$ cat src/rtl/clip_record_controller.sv
// clip_record_controller
//   Record/playback sequencer for NUM_CLIPS audio clips that share one sample
//   RAM. Each clip owns a CLIP_DEPTH-sample window starting at
//   clip*CLIP_DEPTH. Samples are paced by sample_tick. The block tracks the
//   recorded length of every clip, and it supports stop, looped playback and
//   a one-cycle done pulse at the natural end of an operation.
//
// Ports
//   clock, reset_n        : system clock (rising edge), async active-low reset
//   record, play, stop    : level requests from the switch decoder
//   loop_en               : playback wraps to sample 0 at end of clip
//   clip_sel              : clip slot, sampled only when an operation starts
//   sample_tick           : one-cycle strobe per audio sample period
//   mem_addr/mem_we/mem_re: registered RAM port, one strobe per accepted tick
//   active_clip, mode     : latched clip and current mode (0 idle, 1 rec, 2 play)
//   clip_valid            : bit i set while clip i holds at least one sample
//   done                  : one-cycle pulse on full record or non-loop play end

// Per-clip length register. valid is derived from the length, so a clip is
// valid exactly when it holds at least one sample.
module clip_slot #(
  parameter int CNT_W = 4
) (
  input  logic             clock,
  input  logic             reset_n,
  input  logic             clr,
  input  logic             wr,
  input  logic [CNT_W-1:0] wr_len,
  output logic [CNT_W-1:0] len,
  output logic             valid
);
  always_ff @(posedge clock or negedge reset_n) begin
    if (!reset_n)  len <= '0;
    else if (clr)  len <= '0;
    else if (wr)   len <= wr_len;
  end

  assign valid = |len;
endmodule

module clip_record_controller #(
  parameter int NUM_CLIPS  = 4,
  parameter int CLIP_DEPTH = 16384,
  parameter int CLIP_W     = $clog2(NUM_CLIPS),
  parameter int CNT_W      = $clog2(CLIP_DEPTH + 1),
  parameter int ADDR_W     = $clog2(NUM_CLIPS * CLIP_DEPTH)
) (
  input  logic                 clock,
  input  logic                 reset_n,
  input  logic                 record,
  input  logic                 play,
  input  logic                 stop,
  input  logic                 loop_en,
  input  logic [CLIP_W-1:0]    clip_sel,
  input  logic                 sample_tick,
  output logic [ADDR_W-1:0]    mem_addr,
  output logic                 mem_we,
  output logic                 mem_re,
  output logic [CLIP_W-1:0]    active_clip,
  output logic [1:0]           mode,
  output logic [NUM_CLIPS-1:0] clip_valid,
  output logic                 done
);
  typedef enum logic [1:0] {
    IDLE   = 2'd0,
    RECORD = 2'd1,
    PLAY   = 2'd2
  } state_t;

  typedef struct packed {
    logic [ADDR_W-1:0] addr;
    logic              we;
    logic              re;
  } mem_req_t;

  localparam logic [CNT_W-1:0] LAST_REC = CNT_W'(CLIP_DEPTH - 1);
  localparam logic [CNT_W-1:0] FULL_LEN = CNT_W'(CLIP_DEPTH);

  state_t                         state_q, state_d;
  logic [CNT_W-1:0]               cnt_q, cnt_d;
  logic [CLIP_W-1:0]              clip_q, clip_d;
  mem_req_t                       req_q, req_d;
  logic                           done_q, done_d;

  logic [NUM_CLIPS-1:0]            slot_clr, slot_wr;
  logic [CNT_W-1:0]                wr_len;
  logic [NUM_CLIPS-1:0][CNT_W-1:0] len;

  logic [ADDR_W-1:0]               cur_addr;
  logic [CNT_W-1:0]                cur_len;

  genvar g;
  generate
    for (g = 0; g < NUM_CLIPS; g++) begin : g_slot
      clip_slot #(.CNT_W(CNT_W)) u_slot (
        .clock  (clock),
        .reset_n(reset_n),
        .clr    (slot_clr[g]),
        .wr     (slot_wr[g]),
        .wr_len (wr_len),
        .len    (len[g]),
        .valid  (clip_valid[g])
      );
    end
  endgenerate

  // Full-width base + offset; cnt never exceeds CLIP_DEPTH-1 when used here,
  // so the sum stays inside the clip's window.
  assign cur_addr = ADDR_W'(clip_q) * ADDR_W'(CLIP_DEPTH) + ADDR_W'(cnt_q);
  assign cur_len  = len[clip_q];

  always_ff @(posedge clock or negedge reset_n) begin
    if (!reset_n) begin
      state_q <= IDLE;
      cnt_q   <= '0;
      clip_q  <= '0;
      req_q   <= '0;
      done_q  <= 1'b0;
    end else begin
      state_q <= state_d;
      cnt_q   <= cnt_d;
      clip_q  <= clip_d;
      req_q   <= req_d;
      done_q  <= done_d;
    end
  end

  always_comb begin
    state_d  = state_q;
    cnt_d    = cnt_q;
    clip_d   = clip_q;
    req_d    = req_q;
    req_d.we = 1'b0;
    req_d.re = 1'b0;
    done_d   = 1'b0;
    slot_clr = '0;
    slot_wr  = '0;
    wr_len   = cnt_q;

    unique case (state_q)
      IDLE: begin
        if (stop) begin
          state_d = IDLE;
        end else if (record && !play) begin
          state_d            = RECORD;
          clip_d             = clip_sel;
          cnt_d              = '0;
          slot_clr[clip_sel] = 1'b1;
        end else if (play && !record && clip_valid[clip_sel]) begin
          state_d = PLAY;
          clip_d  = clip_sel;
          cnt_d   = '0;
        end
      end

      RECORD: begin
        if (stop) begin
          // Keep what was captured so far; zero samples leaves clip invalid.
          state_d         = IDLE;
          slot_wr[clip_q] = 1'b1;
          wr_len          = cnt_q;
        end else if (sample_tick) begin
          req_d.we   = 1'b1;
          req_d.addr = cur_addr;
          if (cnt_q == LAST_REC) begin
            state_d         = IDLE;
            slot_wr[clip_q] = 1'b1;
            wr_len          = FULL_LEN;
            done_d          = 1'b1;
          end else begin
            cnt_d = cnt_q + CNT_W'(1);
          end
        end
      end

      PLAY: begin
        if (stop) begin
          state_d = IDLE;
        end else if (sample_tick) begin
          req_d.re   = 1'b1;
          req_d.addr = cur_addr;
          if (cnt_q == cur_len - CNT_W'(1)) begin
            if (loop_en) begin
              cnt_d = '0;
            end else begin
              state_d = IDLE;
              done_d  = 1'b1;
            end
          end else begin
            cnt_d = cnt_q + CNT_W'(1);
          end
        end
      end

      default: state_d = IDLE;
    endcase
  end

  assign mem_addr    = req_q.addr;
  assign mem_we      = req_q.we;
  assign mem_re      = req_q.re;
  assign active_clip = clip_q;
  assign mode        = state_q;
  assign done        = done_q;
endmodule

$ cat config.mk
export PLATFORM = sky130hd
export DESIGN_NAME = clip_record_controller
export DESIGN_NICKNAME = d
export VERILOG_FILES = /design/src/rtl/clip_record_controller.sv
export SDC_FILE = /design/constraint.sdc
export NUM_CORES = 1
export LEC_CHECK = 0
export CORE_MARGIN = 2
export CORE_UTILIZATION = 62
export CTS_BUF_LIST = sky130_fd_sc_hd__clkbuf_8
export CTS_CLUSTER_SIZE = 30
export DETAILED_ROUTE_END_ITERATION = 12
export GPL_TIMING_DRIVEN = 0
export PLACE_DENSITY = 0.95
export RECOVER_POWER = 100
export SYNTH_ARGS = -nofsm -noshare
export SYNTH_HDL_FRONTEND = slang
export SYNTH_SLANG_ARGS = --single-unit
export TNS_END_PERCENT = 5
$ cat constraint.sdc
create_clock -name clock -period 3.8 [get_ports clock]
set_input_delay 0.76 -clock clock [delete_from_list [all_inputs] [get_ports clock]]
set_output_delay 0.76 -clock clock [all_outputs]
set_load 0.02 [all_outputs]
==> results of run 1 <==
[cell families (layout without fill, tap and decap cells)]
logic type,count (synthesis),after routing,synth area share (%)
and+or+nand+nor,209,209,21.81
AOI/OAI and AO/OA,134,134,16.73
DFF,98,98,45.05
buffers and inverters,58,110,4.803
xor gates and xnor gates,18,18,2.896
muxes,18,18,7.102
adders and majority gates,7,7,1.609
[flip-flops by register name, summed over array words and instances, names as in the netlist]
name and count:
mode 2, mem_re 1, mem_addr 16, g_slot.u_slot.len 60, active_clip 2, mem_we 1, cnt_q 15, done 1
[metal layers]
metal	vias to the layer above	track usage [%]	wire length, um
met5	-	0	0
met4	0	14.53	581
met3	49	5.252	1161
met1	2443	41.52	5779
met2	285	53.95	7502
li1	2169	-	-
[cell usage after synthesis (5+ instances only)]
master	instances	area share, %
dfrtp_1	98	45
o21ai_0	69	6.3
nand3_1	66	6.1
clkbuf_1	29	2.0
nand2_1	29	2.0
nor4_1	18	2.1
a32o_1	16	2.9
nand4_1	16	1.8
nor2_1	16	1.1
nor3_1	16	1.5
inv_1	15	1.0
mux4_2	15	6.2
xnor2_1	13	2.1
and3_1	9	1.0
ha_1	7	1.6
a21oi_1	6	0.55
and2_1	5	0.57
and4_1	5	0.80
buf_2	5	0.46
o21ai_1	5	0.46
xor2_1	5	0.80
[worst min path at each step]
stage / start / end / cells after the start
finish: mem_addr[13] / mem_addr[13] / 1
global placement: mem_addr[6] / mem_addr[6] / 1
global route: mem_addr[6] / mem_addr[6] / 1
floorplan: reset_n / active_clip[0] / 0
CTS: reset_n / mem_addr[6] / 1
detailed placement: mem_addr[9] / mem_addr[9] / 1
[report_power, final]
part	total, mW	leakage (nW)	internal [mW]	switching [mW]
Sequential	1.13	1.36	1.08	0.0496
Clock	0.707	0.0962	0.309	0.398
Combinational	0.771	1.19	0.293	0.478
[repair_timing]
action | CTS | global route
setup buffers | 0 | 1
setup endpoints to repair | 0 | 67
resized for setup | 0 | 7
hold buffers | 0 | 0
[metrics by stage]
step / utilization (%) / std cells
floorplan: - / 542
finish: 71.37 / 702
CTS: 71.15 / 701
detailed placement: 68.84 / 685
global route: 71.37 / 702
global placement: 68.55 / 684
[final cells by class]
| class | instances | area [um^2] |
|---|---|---|
| well taps | 108 | 135.1 |
| inverters | 15 | 56.30 |
| repair buffers | 36 | 346.6 |
| clock buffers | 9 | 123.9 |
| flip-flops and latches | 98 | 2454 |
| multi-input cells | 386 | 2766 |
| plain buffers | 43 | 205.2 |
| fillers | 584 | 2472 |
| clock inverters | 7 | 76.32 |
==> flow_summary_export.csv, run 1 <==
group,metric,value,unit
critical_path,required,4.10,ns
cts,cts_buffers,9,
critical_path,critPathTopFamily,"compound AO/OA/AOI/OAI gates",
critical_path,endpoint,"mode[1]",
placed_design,place_ws,0.03535,ns
logic_synthesis,yosys_warnings,0,
logic_synthesis,syn_area,0.005444,mm^2
run,cap_violations,2,
cts,cts-root-buf,"clkbuf_8",
cts,cts_sinks,98,
cts,clk-insertion-delay-late,0.38,ns
global_route,grt_pass1_vias,4782,
critical_path,r2r_start,"active_clip[0]",
layout,drive_gt1_share,11.28,%
layout,final_area,0.006163,mm^2
critical_path,slowest_delay,0.60,ns
logic_synthesis,synthArstFlopShare,100.0,%
critical_path,critPathBufInv,2,
placed_design,routabilityCongestion,0.9480,
detailed_routing,viasPerCell,7.046,
timing,final.setup.tns,0,ns
detailed_routing,routedWlPerCell,21.40,um
global_route,grt_remaining_overflow,0,
detailed_routing,drt-initial-drc-count,366,
timing,fmax,268.8,MHz
power_and_ir_drop,ir_drop,258.3,uV
layout,syn2layout_area_growth,13.22,%
placed_design,io_buffers,34,
status,violations,"max-capacitance violations, max-slew violations",
layout,final_common_cell,"dfrtp_1",
floorplanning,core.rowCount,34,
critical_path,worstPathArrival,4.02,ns
critical_path,cp_max_fo,10,
timing,tightest_slew,1.681,ns
critical_path,critPathCaptureType,"flip-flop",
detailed_routing,routed_wl,15020,um
cts,clk_pin_slew,0.10,ns
timing,clock_skew,0.01093,ns
placed_design,dpl_cell_area,0.005944,mm^2
detailed_routing,post-route-drc-count,0,
timing,layout_setup_ws,0.08027,ns
layout,final_cell_mix,"97 x dfrtp_1, 70 x o21ai_0, 66 x nand3_1",
status,status,"finished with violations",
cts,htree_levels,3,
layout,layout.nets,605,
critical_path,worstRegToRegCells,12,
logic_synthesis,post_synth.cell_area_avg,10.04,um^2
timing,fin_hold_ws,0.4941,ns
detailed_routing,dr_total_vias,4946,
logic_synthesis,ys_types,64,
logic_synthesis,ys.flop_type,"dfrtp_1",
power_and_ir_drop,p_leak,2.644,nW
timing,finalHoldViolations,0,
timing,layout_min_cycle_time,3.720,ns
timing,slew_viol_final,101,
logic_synthesis,synth_edf_count,0,
cts,cts_tree,"yes",
timing,timing.slew.headroom,-12.09,%
logic_synthesis,syn_nets,558,
floorplanning,pin_count,36,
power_and_ir_drop,powerDensity,423.0,mW/mm^2
logic_synthesis,synth_seq_cells,98,
floorplanning,die_h,97.71,um
critical_path,r2r-end,"mode[1]",
placed_design,dp_hpwl,11100,um
critical_path,worst-path-stages,12,
global_route,grt_pass1_wl,24410,um
floorplanning,core-area,0.008636,mm^2
global_route,antenna_found_initial,0,
global_route,grt_use_total,32.19,%
critical_path,crit_top_cell,"xnor2_1",
worst_hold_path,hp-class,"flip-flop to flip-flop",
critical_path,crit_slowest_cell,"mux4_2",
timing,finalSetupViolations,0,
floorplanning,start_util,63.04,%
critical_path,critPathLaunch,"active_clip[0]",
global_route,grt_max_degree,70,
critical_path,path_cells,"buf_6 -> mux4_2 -> inv_1 -> ha_1 -> xnor2_1 -> xnor2_1 -> a2111oi_2 -> o21ai_2 -> nor3_2 -> a41oi_1 -> or4b_1 -> a21oi_1",
power_and_ir_drop,power,2.607,mW
cts,clockBufferDepth,2,
layout,num_antenna_cells,0,
detailed_routing,drtPass1Iterations,9,
critical_path,critPathKind,"flip-flop to flip-flop",
detailed_routing,ant_nets,0,
logic_synthesis,syn_inst,542,
floorplanning,die-area,0.009546,mm^2
critical_path,ff2ff_setup_slack,0.08,ns
logic_synthesis,synth_seq_area_share,45.05,%
floorplanning,die_x,97.71,um
timing,fin_crit_sh,97.89,%
critical_path,startpoint_type,"flip-flop",
Power figures use the tool's default switching activity.
==> run 2, diff against run 1 <==
CORE_UTILIZATION = 40   (was 62)
PLACE_DENSITY = 0.7   (was 0.95)
==> flow_summary_export.csv, run 2 (same netlist as run 1, synthesis figures left out) <==
group,metric,value,unit
cts,clockBufferDepth,2,
global_route,busiest_layer,"met2",
global_route,grt_pass1_wl,24950,um
timing,slew_viol_final,30,
cts,cts_sinks,98,
timing,tightest_slew,1.705,ns
detailed_routing,viasPerCell,6.226,
critical_path,critPathCaptureType,"flip-flop",
floorplanning,die-area,0.01456,mm^2
layout,num_antenna_cells,0,
critical_path,required,4.09,ns
timing,final.setup.tns,0,ns
floorplanning,core-area,0.01324,mm^2
timing,fin_crit_sh,95.48,%
timing,finalHoldViolations,0,
timing,layout_min_cycle_time,3.628,ns
layout,final_area,0.006285,mm^2
global_route,grt_remaining_overflow,0,
status,violations,"max-capacitance violations, max-slew violations",
layout,final_common_cell,"dfrtp_1",
timing,finalSetupViolations,0,
placed_design,routabilityCongestion,0.8874,
cts,htree_levels,3,
detailed_routing,routed_wl,15250,um
critical_path,r2r_start,"active_clip[0]",
detailed_routing,routedWlPerCell,19.81,um
detailed_routing,ant_nets,0,
global_route,grt_max_degree,70,
detailed_routing,drt-initial-drc-count,440,
cts,cts_hold_buf,0,
worst_hold_path,hp-class,"flip-flop to flip-flop",
cts,cts_tree,"yes",
critical_path,startpoint_type,"flip-flop",
cts,cts_buffers,9,
layout,final_cells,770,
layout,largest_reg_flops,60,
global_route,antenna_found_initial,0,
status,status,"finished with violations",
floorplanning,start_util,41.11,%
timing,layout_setup_ws,0.1716,ns
power_and_ir_drop,ir_drop,211.5,uV
run,cap_violations,1,
layout,final_cell_mix,"97 x dfrtp_1, 70 x o21ai_0, 66 x nand3_1",
power_and_ir_drop,power,2.670,mW
detailed_routing,drtPass1Iterations,5,
critical_path,r2r-end,"cnt_q[6]",
layout,layout.nets,605,
power_and_ir_drop,powerDensity,424.9,mW/mm^2
power_and_ir_drop,p_leak,2.660,nW
placed_design,place_ws,-0.06907,ns
critical_path,worstPathArrival,3.91,ns
placed_design,dp_cells,753,
global_route,grt_pass1_vias,4832,
timing,timing.slew.headroom,-13.64,%
detailed_routing,dr_total_vias,4794,
layout,syn2layout_area_growth,15.44,%
global_route,grt_use_total,22.22,%
placed_design,dpl_cell_area,0.006030,mm^2
layout,largest_register,"g_slot.u_slot.len",
placed_design,dp_hpwl,11740,um
worst_hold_path,min-delay-start,"mem_addr[11]",
critical_path,worstRegToRegCells,13,
global_route,grtUsageMet2,37.64,%
floorplanning,pin_count,36,
detailed_routing,post-route-drc-count,0,
worst_hold_path,holdPathStages,1,
floorplanning,core.rowCount,42,
critical_path,ff2ff_setup_slack,0.17,ns
critical_path,critPathKind,"flip-flop to flip-flop",
cts,clk-insertion-delay-late,0.40,ns
global_route,met3_usage,4.623,%
layout,drive_gt1_share,10.77,%
timing,clock_skew,0.008750,ns
critical_path,cp_max_fo,10,
global_route,grtUsageMet1,27.36,%
placed_design,io_buffers,34,
worst_hold_path,min_to,"mem_addr[11]",
floorplanning,die_h,120.7,um
timing,grt_setup_unrepaired,"yes",
cts,cts-root-buf,"clkbuf_8",
cts,clk_pin_slew,0.09,ns
timing,fmax,275.6,MHz
floorplanning,die_x,120.7,um
-- run 2: cell type report --
class                      count  area, um^2
tap                          176       220.2
inverter                      15       56.30
multi-input combinational    386        2759
buffer                        43       203.9
clock inverter                 7       98.84
sequential                    98        2454
timing repair buffer          36       369.1
fill                        1235        6958
clock buffer                   9       123.9
-- run 2: where the power goes --
group	switching [mW]	internal, mW	total [mW]
clock network	0.396	0.375	0.771
registers	0.0494	1.08	1.13
logic	0.472	0.298	0.770
total	0.917	1.75	2.67
-- run 2: worst max path at each step --
stage	startpoint	end	slack (ns)	depth (start not counted)
finish	active_clip[0]	cnt_q[6]	0.17	13
global route	active_clip[0]	cnt_q[6]	-0.02	13
CTS	active_clip[0]	cnt_q[6]	0.01	13
detailed placement	cnt_q[4]	g_slot[2].u_slot.len[8]	-0.07	9
global placement	reset_n	g_slot[2].u_slot.len[10]	-1.49	1
floorplan	active_clip[0]	cnt_q[6]	0.42	13
-- run 2: timing repair --
action	CTS	global route
hold endpoints to repair	0	0
buffers inserted	0	1
gates resized for setup	1	4
pin swaps	0	2
endpoints found under the setup margin	12	18
-- run 2: through the flow --
step	util, %	hold slack, ns
after floorplan	-	0.4644
after global placement	45.34	0.4755
after detailed placement	45.53	0.4844
after CTS	47.26	0.2898
after global routing	47.46	0.5092
final	47.46	0.4948
-- run 2: critical path: stages, from the launching register on --
cell and delay, ns:
dfrtp_2 0.47, buf_6 0.21, mux4_2 0.59, inv_1 0.08, ha_1 0.18, xnor2_1 0.10
xnor2_1 0.16, a2111oi_2 0.43, o21ai_1 0.18, nor4_2 0.30, a31oi_2 0.24, buf_6 0.20
and3_1 0.16, a211o_1 0.22
-- run 2: metal layers --
layer,up-vias,part of all wire [%]
met1,2392,40
met2,210,50
li1,2154,-
met3,38,6.9
met5,-,0
met4,0,3.2
==> patch 1: new RTL, flow settings as in run 2 <==
Set the parameter `NUM_CLIPS` to 2 (it was 4).
--- a/src/rtl/clip_record_controller.sv
+++ b/src/rtl/clip_record_controller.sv
@@ -39,7 +39,7 @@
 endmodule
 
 module clip_record_controller #(
-  parameter int NUM_CLIPS  = 4,
+  parameter int NUM_CLIPS  = 2,
   parameter int CLIP_DEPTH = 16384,
   parameter int CLIP_W     = $clog2(NUM_CLIPS),
   parameter int CNT_W      = $clog2(CLIP_DEPTH + 1),
Ports: changed (resized active_clip, clip_sel, clip_valid and mem_addr); port bits go from 36 to 31. The function was not compared with the original's and may differ.
==> patch 1 against run 2 <==
The run still ends with max-capacitance violations, max-slew violations left. Via count down 33%. Power down 26%. Largest cell class unchanged. Maximum frequency down 1.2%. Area after synthesis down 29%. Sequential cell count down 32. Clock power down 12%. Largest power group unchanged. Design area down 27%. Critical endpoint is now cnt_q[0]. Worst setup slack worse by 46 ps. Routed wire length down 37%.
==> patch 1: results (changes against run 2) <==
{
  "violations": "max-capacitance violations, max-slew violations",
  "detailroute.via_count": {"value": 3195, "change": "-33%"},
  "syn-instance-count": {"value": 373, "change": "-31%"},
  "synth_area_leaders": "dfrtp_1 43%, a22o_1 6.1%, a32o_1 4.1%",
  "global_route_wire_length_before_repair": {"value": 16.2, "unit": "mm", "change": "-35%"},
  "grt_util_all_layers": {"value": 20.0, "unit": "%", "change": "-2.3 points"},
  "critPathMaxStageDelay": {"value": 430, "unit": "ps", "change": "-160 ps"},
  "timing.clock.skew": {"value": 11.2, "unit": "ps", "change": "+2.45 ps"},
  "grt_start_max_net_pins": {"value": 67, "change": "-4.3%"},
  "dp_cells": {"value": 532, "change": "-29%"},
  "timing.max_cap.violations": {"value": 1, "change": "unchanged"},
  "count_of_unique_library_cells_instantiated_by_yosys": {"value": 61, "change": "-4.7%"},
  "timing.slew.headroom": {"value": -9.51, "unit": "%", "change": "+4.1 points"},
  "half_perimeter_wire_length_of_the_detailed_placement_result": {"value": 6.85, "unit": "mm", "change": "-42%"},
  "outcome": "complete, but fails checks",
  "post_drt_wl_per_cell": {"value": 17.6, "unit": "um", "change": "-11%"},
  "num-nets-final": {"value": 429, "change": "-29%"},
  "timing.final.max_slew_violations": {"value": 67, "change": "+120%"},
  "synth_nets": {"value": 387, "change": "-31%"},
  "worst_r2r_path_depth": {"value": 15, "change": "+2"},
  "reg2reg_slack": {"value": 130, "unit": "ps", "change": "-50 ps"},
  "cp_slowest_cell": "dfrtp_2",
  "fill_cells": {"value": 873, "change": "-29%"},
  "max-vdd-ir-drop": {"value": 213, "unit": "uV", "change": "+0.63%"},
  "switchingPower": {"value": 0.622, "unit": "mW", "change": "-32%"}
}
## patch 1: changes by cell type after synthesis, sizes merged, moves of 10 or more
cell    change
o21ai      -59
nand4      -12
nand2      -12
a22o       +34
dfrtp      -32
clkbuf     -10
mux2i      +12
mux4       -16
nor4       -13
nor2       +16
nand3      -57
## patch 1: cell families (layout without fill, tap and decap cells)
family,Yosys count,after routing,synth area share (%)
fa+ha+maj,6,6,1.93
simple gates,109,109,14.9
buf+inv,43,90,6.64
xor+xnor,27,27,6.80
compound gates,109,109,23.8
mux,13,13,3.38
flops,66,66,42.5
## patch 1: path summary, 6_finish.rpt
kind / startpoint / endpoint
worst max-delay path: active_clip / cnt_q[0]
worst min-delay path: mem_addr[10] / mem_addr[10]
worst max register to register: active_clip / cnt_q[0]
worst min register to register: mem_addr[10] / mem_addr[10]
max in group asynchronous: reset_n / active_clip
min in group asynchronous: reset_n / g_slot[1].u_slot.len[3]
## patch 1: final cells by class
class,instances,share of cell area [%]
Clock buffer,10,3.01
Tap cell,129,3.53
Buffer,33,4.82
Clock inverter,6,1.97
Timing Repair Buffer,31,6.62
Multi-Input combinational cell,264,43.1
Sequential cell,66,36.1
Inverter,10,0.821
## patch 1: routing by layer
layer / wire, um / share of wire (%) / GRT usage (%) / vias to the layer above
li1: - / - / - / 1477
met1: 4420 / 46 / 27.8 / 1603
met2: 4490 / 46 / 30.7 / 94
met3: 513 / 5.3 / 4.68 / 21
met4: 240 / 2.5 / 6.67 / 0
met5: 0 / 0 / 0 / -
## patch 1: per-stage QoR
stage          utilization, %  total power, mW  setup slack [ps]  hold WS (ps)  cell area [um^2]
2_1_floorplan               -             1.15               505           464              3880
3_3_place_gp             46.6             1.30              -256           482              4350
3_5_place_dp             46.6             1.30              93.0           480              4340
4_1_cts                  49.0             1.97              91.6           504              4570
5_1_grt                  49.0             2.07             -34.0           519              4570
6_report                 49.0             1.97               126           495              4570
## patch 1: power by group through the flow
stage / clock, mW / sequential (mW) / combinational [mW]
4_1_cts: 0.684 / 0.746 / 0.544
2_1_floorplan: 0 / 0.765 / 0.382
3_3_place_gp: 0 / 0.759 / 0.536
6_report: 0.676 / 0.746 / 0.546
5_1_grt: 0.723 / 0.749 / 0.594
3_5_place_dp: 0 / 0.760 / 0.542
## patch 1: worst reg2reg max path: stages, from the launching register on
cell,delay (ps)
dfrtp_2,430
buf_6,180
buf_6,190
clkbuf_8,210
mux2i_1,250
ha_2,260
o2111a_1,240
o211a_1,220
xnor2_1,140
a2111oi_4,330
and4b_4,340
a31o_2,180
buf_6,130
nor2_4,60
buf_6,150
mux2_2,250
## patch 1: repair_timing
item | in CTS | in global routing
buffers inserted | 0 | 1
resized for setup | 0 | 2
setup endpoints to repair | 0 | 15
==> patch 2: new RTL, config.mk and constraints of run 2 <==
Without the edit above. Make the reset (`reset_n`) synchronous in 2 clocked blocks. Comments in the files are not updated.
--- a/src/rtl/clip_record_controller.sv
+++ b/src/rtl/clip_record_controller.sv
@@ -29,7 +29,7 @@
   output logic [CNT_W-1:0] len,
   output logic             valid
 );
-  always_ff @(posedge clock or negedge reset_n) begin
+  always_ff @(posedge clock) begin
     if (!reset_n)  len <= '0;
     else if (clr)  len <= '0;
     else if (wr)   len <= wr_len;
@@ -109,7 +109,7 @@
   assign cur_addr = ADDR_W'(clip_q) * ADDR_W'(CLIP_DEPTH) + ADDR_W'(cnt_q);
   assign cur_len  = len[clip_q];
 
-  always_ff @(posedge clock or negedge reset_n) begin
+  always_ff @(posedge clock) begin
     if (!reset_n) begin
       state_q <= IDLE;
       cnt_q   <= '0;
Behaviour: differs if reset_n is asserted again (counterexample within 4 cycles, from zero or initial values and one cycle with reset_n low); with reset_n held inactive, the same outputs for 4 cycles.
==> patch 2 against run 2 <==
Area after synthesis fell by 3.9%. Largest cell class unchanged. Routed wire length fell by 2.3%. Design area fell by 3.4%. Sequential cell count did not move. Count of clock-buffer cells in the layout rose by 1. Critical path type unchanged. Critical endpoint is now cnt_q[8]. Worst setup slack got worse by 8.6 ps. Cell count rose by 10%. First-iteration DRC count fell by 16%.
Power is not compared: it rests on default switching activity, and its combinational part moved more than twofold at a synthesized area within 25%.
==> patch 2: results (changes against run 2) <==
{
  "outcome": "complete, no violations",
  "muxShareOfSynthArea": {"value": 9.59, "unit": "%", "change": "+2.5 points"},
  "async_flop_share": {"value": 0, "unit": "%", "change": "-100 points"},
  "inv_count": {"value": 9, "change": "-6"},
  "wl_met1": {"value": 6.39, "unit": "mm", "change": "+4.2%"},
  "holdPathStages": {"value": 2, "change": "+1"},
  "global_route.usage.met2": {"value": 35.8, "unit": "%", "change": "-1.9 points"},
  "r2r_end": "cnt_q[8]",
  "timing.clock.skew": {"value": 9.83, "unit": "ps", "change": "+1.08 ps"},
  "met2WireLength": {"value": 7.23, "unit": "mm", "change": "-4.6%"},
  "port-buffer-count": {"value": 35, "change": "+2.9%"},
  "count_of_unique_library_cells_instantiated_by_yosys": {"value": 61, "change": "-4.7%"},
  "global_route_wire_length_before_repair": {"value": 23.8, "unit": "mm", "change": "-4.7%"},
  "drt-total-wl": {"value": 14.9, "unit": "mm", "change": "-2.3%"},
  "grt_util_met1": {"value": 26.3, "unit": "%", "change": "-1.1 points"},
  "drive_gt1_share": {"value": 9.14, "unit": "%", "change": "-1.6 points"},
  "finalWeightedCongestion": {"value": 0.885, "change": "-0.27%"},
  "use_met3": {"value": 4.25, "unit": "%", "change": "-0.38 points"},
  "grt_util_all_layers": {"value": 21.2, "unit": "%", "change": "-1.0 points"},
  "clock_insertion_delay_worst_skew": {"value": 380, "unit": "ps", "change": "-20 ps"},
  "half_perimeter_wire_length_of_the_detailed_placement_result": {"value": 11.5, "unit": "mm", "change": "-2.0%"},
  "synth_xor_area_share": {"value": 3.18, "unit": "%", "change": "+0.29 points"},
  "n_multi_input_combinational_cell": {"value": 465, "change": "+20%"},
  "worst_r2r_startpoint": "active_clip[0]",
  "worst_r2r_path_depth": {"value": 15, "change": "+2"},
  "fill_cells": {"value": 1228, "change": "-0.57%"},
  "nClkBuffers": {"value": 10, "change": "+1"},
  "synth_top_cells_by_count": "101 x nor2_1, 98 x dfxtp_1, 76 x a21oi_1",
  "initialDrtViolationCount": {"value": 369, "change": "-16%"},
  "worst-slew-pin-transition": {"value": 1160, "unit": "ps", "change": "-540 ps"},
  "seqAreaFraction": {"value": 32.4, "unit": "%", "change": "-6.7 points"},
  "multi_input_area": {"value": 0.00305, "unit": "mm^2", "change": "+11%"},
  "synth_fa_ha_area_share": {"value": 1.67, "unit": "%", "change": "+0.065 points"}
}
patch 2: cell types whose count changed in the layout (fill, tap and decap cells not counted), moves of 9 or more:
cell | run 2 | this run
dfrtp_1 | 97 | 0
dfxtp_1 | 0 | 97
nor2_1 | 16 | 101
a21oi_1 | 6 | 76
o21ai_0 | 70 | 6
nand3_1 | 66 | 24
nand2_1 | 29 | 48
nor2b_1 | 4 | 23
a32o_1 | 16 | 0
a32oi_1 | 0 | 16
a31oi_1 | 0 | 14
mux2i_1 | 0 | 9
patch 2: cells by family after synthesis:
family          count (synthesis)
simple gates                  276
xor+xnor                       19
buf+inv                        61
flops                          98
mux                            27
fa+ha+maj                       7
compound gates                136
patch 2: metrics by stage:
step	instance area [um^2]	setup TNS, ps
floorplan	5230	0
global placement	5800	-3380
detailed placement	5800	-4830
CTS	6020	0
global route	6070	-16.6
finish	6070	0
patch 2: repair_timing:
item | CTS | global route
endpoints found under the setup margin | 17 | 53
pin swaps | 3 | 4
cloned | 0 | 0
resized for setup | 5 | 14
buffers inserted | 3 | 1
